===== src/rtl/reduce_pkg.sv =====
// Shared types and helpers for the pipelined multi-channel bit-reduction engine.
package reduce_pkg;

    typedef enum logic [1:0] {
        MODE_PAR = 2'b00,
        MODE_MAJ = 2'b01,
        MODE_AND = 2'b10,
        MODE_OR  = 2'b11
    } mode_t;

    function automatic int pc_w(input int w);
        return $clog2(w + 1);
    endfunction

endpackage


===== src/rtl/reduce_unit.sv =====
// Combinational reduction of one word to a single bit under a selectable mode.
module reduce_unit
    import reduce_pkg::*;
#(
    parameter int IN_W = 10
) (
    input  logic [IN_W-1:0] data,
    input  mode_t           mode,
    output logic            res
);

    localparam int PC_W = pc_w(IN_W);

    logic [PC_W-1:0] pc;
    logic [PC_W:0]   dbl;

    always_comb begin
        pc = '0;
        for (int i = 0; i < IN_W; i++) begin
            pc = pc + PC_W'(data[i]);
        end
    end

    // 2*popcount > IN_W, so an exact tie resolves to 0
    assign dbl = {pc, 1'b0};

    always_comb begin
        res = 1'b0;
        unique case (mode)
            MODE_PAR: res = ^data;
            MODE_MAJ: res = dbl > (PC_W + 1)'(IN_W);
            MODE_AND: res = &data;
            MODE_OR:  res = |data;
        endcase
    end

endmodule


===== src/rtl/reduce_pipe_mc.sv =====
// Pipelined multi-channel reduction engine with valid/ready flow control
// and per-channel saturating counters of delivered 1-results.
module reduce_pipe_mc
    import reduce_pkg::*;
#(
    parameter int IN_W  = 10,
    parameter int CH    = 1,
    parameter int LAT   = 2,
    parameter int CNT_W = 16
) (
    input  logic                clk,
    input  logic                rst,
    input  logic                in_valid,
    output logic                in_ready,
    input  logic [CH*IN_W-1:0]  in_data,
    input  logic [1:0]          in_mode,
    output logic                out_valid,
    input  logic                out_ready,
    output logic [CH-1:0]       out_data,
    output logic [CH*CNT_W-1:0] ones_cnt,
    input  logic                cnt_clr
);

    logic [CH-1:0]    res;
    logic             adv;
    logic             hs;
    logic [LAT-1:0]   vld;
    logic [CH-1:0]    dat [LAT];
    logic [CNT_W-1:0] cnt [CH];

    for (genvar c = 0; c < CH; c++) begin : g_ch
        reduce_unit #(
            .IN_W (IN_W)
        ) u_red (
            .data (in_data[c*IN_W +: IN_W]),
            .mode (mode_t'(in_mode)),
            .res  (res[c])
        );

        assign ones_cnt[c*CNT_W +: CNT_W] = cnt[c];
    end

    assign out_valid = vld[LAT-1];
    assign out_data  = dat[LAT-1];
    assign adv       = !out_valid || out_ready;
    assign in_ready  = adv;
    assign hs        = out_valid && out_ready;

    // Whole pipeline advances or holds together on one global enable
    always_ff @(posedge clk or posedge rst) begin
        if (rst) begin
            vld <= '0;
            for (int i = 0; i < LAT; i++) begin
                dat[i] <= '0;
            end
        end else if (adv) begin
            vld[0] <= in_valid;
            dat[0] <= in_valid ? res : '0;
            for (int i = 1; i < LAT; i++) begin
                vld[i] <= vld[i-1];
                dat[i] <= dat[i-1];
            end
        end
    end

    always_ff @(posedge clk or posedge rst) begin
        if (rst) begin
            for (int c = 0; c < CH; c++) begin
                cnt[c] <= '0;
            end
        end else begin
            for (int c = 0; c < CH; c++) begin
                if (cnt_clr) begin
                    cnt[c] <= '0;
                end else if (hs && out_data[c] && (cnt[c] != '1)) begin
                    cnt[c] <= cnt[c] + 1'b1;
                end
            end
        end
    end

endmodule


===== config.mk =====
export PLATFORM = sky130hd
export DESIGN_NAME = reduce_pipe_mc
export DESIGN_NICKNAME = d
export VERILOG_FILES = /design/src/rtl/reduce_pkg.sv /design/src/rtl/reduce_unit.sv /design/src/rtl/reduce_pipe_mc.sv
export SDC_FILE = /design/constraint.sdc
export NUM_CORES = 1
export LEC_CHECK = 0
export CAP_MARGIN = 0
export CORE_ASPECT_RATIO = 1.2
export CORE_MARGIN = 2
export CORE_UTILIZATION = 40
export CTS_CLUSTER_DIAMETER = 50
export DETAILED_ROUTE_END_ITERATION = 10
export PLACE_DENSITY = 0.66
export SYNTH_ARGS = -nofsm -noshare
export SYNTH_HDL_FRONTEND = slang
export SYNTH_SLANG_ARGS = --single-unit

===== constraint.sdc =====
create_clock -name clk -period 2.15 [get_ports clk]
set_clock_uncertainty 0.2 [all_clocks]
set_input_delay 0.215 -clock clk [delete_from_list [all_inputs] [get_ports clk]]
set_output_delay 0.215 -clock clk [all_outputs]
set_load 0.01 [all_outputs]

==> summary.md <==
| Metric | Value |
|---|---|
| CP Launch Type | primary input |
| DR vias | 1438 |
| Critical Path AT | 3.38 ns |
| Dpl ws | -2.232 ns |
| Critical Path RT | 2.11 ns |
| Endpoints failing hold | 0 |
| Post-synthesis cell type count | 40 |
| GR Overflow Total | 0 |
| Worst Setup Path Type | primary input to register |
| Final HPWL DP | 3015 µm |
| Fraction of layout cells with a size suffix above 1 | 22.37% |
| Peak supply drop | 0.0003036 V |
| Initial Utilization | between 40% and 50% |
| # DRC | 0 |
| Global Route Usage Sum | 19.34% |
| Detail Route Antenna Nets | 0 |
| Leak | 1.004 nW |
| Row cnt | 24 |
| Fmax | 292.4 MHz |
| Full die area | 4392 µm² |
| Layout Utilization | 60.76% |
| Failing checks | negative setup slack |
| Power per standard cell area | 523.2 nW/µm² |
| CTS max path bufs | 2 |
| Slew margin rel. | 67.44% |
| Mapped cell area | 1550 µm² |
| Final setup fails | 1 |
| HP Class | primary input to asynchronous set/reset pin |
| DP Cell Count | approximately 270 |
| RSZ-0062 raised after global routing | yes |
| Routed WL per cell | 13.97 µm |
| Number of hold buffers added after CTS | 0 |
| RePlAce Congestion | ~0.82 |
| Final Cycle Share | 159.0% |
| Clk_lat worst skew | 0.26 ns |
| Vias in the first global route | 1464 |
| Ranking of synthesized cells by area | dfrtp_1, ha_1, fa_1 |
| CTS Root Cell | clkbuf_8 |
| Num CTS Buffers | 3 |
| Fin nets | 258 |
| MaxCap Viol Count | 0 |
| PortBufs | 35 |
| Initial antenna violation count | 0 |
| I/O pin count | 36 |
| Hold Slack | ~0.08 ns |
| CORE AREA | 3664 µm² |
| Die width | 60.83 µm |
| CTS H-tree lvls | 1 |
| CP endpoint kind | register |
| Worst Tran Pin Value | 0.4847 ns |
| # diodes | 0 |
| Clock sink count | 20 |
| Post-Synthesis Net Count | 201 |
| Global-route wire length before repair | about 6500 µm |
| Layout area overhead | 43.58% |
| CTS tree | built |
| Min Tclk post-route | 3.419 ns |
| Iteration-0 DRC count of the detailed router | 53 |
| Clock transition at the registers of the reported paths | 0.09 ns |
| FILL cells | 340 |
| Avg Inst Size Synth | 9.511 µm² |
| Final Non-Filler Cells | 271 |
| Via density | between 5 and 6 |
| Worst setup margin | -1.269 ns |
| Synth area leader | dfrtp_1 |
| Largest net degree at the start of global routing | 21 |
| Drt first pass iters | 4 |
| Final setup TNS | -1.269 ns |
| DRT Wirelength | 3787 µm |
| Die H | between 70 and 80 µm |
| Post-Syn Instances | 163 |
| Status | finished with violations |
| Synth Register Bits | 20 |
| Synth top area share | 32.28% |
| Register area share after synthesis | 32.28% |
| Yosys warns | 0 |
| CP Max Fanout | 2 |
| Max Transition Viols Final | 0 |
layer usage:
layer / global-route usage [%] / share of wire [%] / wire length [µm] / up-vias
met1: 24.13 / 42 / 1577 / 706
met2: 33.69 / 54 / 2030 / 31
met3: 1.783 / 2.7 / 101 / 6
met5: 0 / 0 / 0 / -
met4: 7.488 / 2.1 / 78 / 0
li1: - / - / - / 695
logic make-up (layout without fill, tap and decap cells):
kind of cell / count (synthesis) / after routing / share of synthesized area, %
buffers and inverters: 22 / 78 / 5.811
xor gates and xnor gates: 5 / 5 / 3.713
AOI/OAI and AO/OA: 30 / 30 / 11.46
and+or+nand+nor: 62 / 62 / 24.78
muxes: 3 / 3 / 2.098
adders and majority gates: 21 / 21 / 19.86
DFF: 20 / 20 / 32.28
path summary, 6_finish.rpt:
kind                             startpoint            to  slack (ns)  cells past startpoint
worst max register to register  ones_cnt[0]  ones_cnt[14]        0.26                      5
max in group asynchronous               rst   ones_cnt[2]        1.44                      3
worst min-delay path                    rst  ones_cnt[14]        0.08                      3
min in group clk                     vld[0]        vld[1]        0.27                      1
worst min register to register       vld[0]        vld[1]        0.27                      1
worst max-delay path             in_data[0]        dat[1]       -1.27                     15
stage by stage:
| step | instance area [µm²] | power [W] |
|---|---|---|
| after detailed placement | 2120 | 0.0007578 |
| final | 2226 | 0.001165 |
| after global placement | 2120 | 0.0007376 |
| after CTS | 2226 | 0.001173 |
| after floorplan | 1584 | 0.0006115 |
| after global routing | 2226 | 0.001232 |
final cells by class:
class | count | area, µm² | share of cell area (%)
multi-input cells | 121 | 993.5 | 44.63
repair buffers | 56 | 515.5 | 23.16
flip-flops and latches | 20 | 500.5 | 22.48
inverters | 18 | 80.08 | 3.598
well taps | 52 | 65.06 | 2.923
clock buffers | 3 | 41.29 | 1.855
clock inverters | 1 | 30.03 | 1.349
where the power goes:
part	total, W	internal, W	switching [W]
logic	0.000379	0.000203	0.000176
registers	0.000405	0.000391	0.0000136
clock network	0.000381	0.000248	0.000133
cells in the mapped netlist:
master and count:
nand4_2 1, nor3_1 2, nand3_1 6, o21ai_0 8, and3_1 4, or3_1 7
o21ai_1 1, a221oi_1 1, and4_4 1, or4_1 3, xor2_1 3, and3_2 2
mux2i_1 1, o31ai_1 4, clkbuf_1 2, xnor3_1 1, xnor2_1 1, buf_4 2
nand3b_1 1, dfrtp_1 20, a21oi_1 12, ha_1 15, fa_1 6, nand4b_1 1
mux2_2 2, nand4_1 5, nand2b_1 6, nand4_4 1, nand2_1 9, o311ai_0 1
nor2b_1 1, o21bai_1 1, nor4_2 1, o311ai_1 1, or2_2 1, nor2_1 7
nor4_1 2, and4_2 1, inv_1 18, o2111ai_1 1
cell usage in the layout (no fill, tap or decap), types with 3 or more instances in the layout:
cell type,instances
a21oi_1,12
and3_1,4
buf_4,21
clkbuf_8,3
clkdlybuf4s50_1,31
dfrtp_1,20
fa_1,5
ha_1,14
inv_1,11
inv_2,5
nand2_1,9
nand2b_1,5
nand3_1,5
nand4_1,5
nor2_1,7
o21ai_0,8
o31ai_1,4
or3_1,7
or4_1,3
xor2_1,3
sequential cells by signal (all words and copies together), names as in the netlist:
signal	cells
vld	2
out_data	1
ones_cnt	16
dat	1
worst max-delay path, stage by stage:
cell and delay, ns:
buf_8 0.09, inv_8 0.03, ha_4 0.25, inv_2 0.03
fa_1 0.49, fa_1 0.43, fa_1 0.51, inv_2 0.04
fa_2 0.34, inv_2 0.06, fa_1 0.42, nand2b_4 0.16
nand3_2 0.06, a221oi_2 0.06, o31ai_1 0.21
repair_timing:
action / CTS / global route
gates cloned: 0 / 0
buffers inserted: 2 / 0
gates resized for setup: 21 / 0
endpoints found under the setup margin: 1 / 1
pin swaps: 8 / 0
Power figures use the tool's default switching activity.
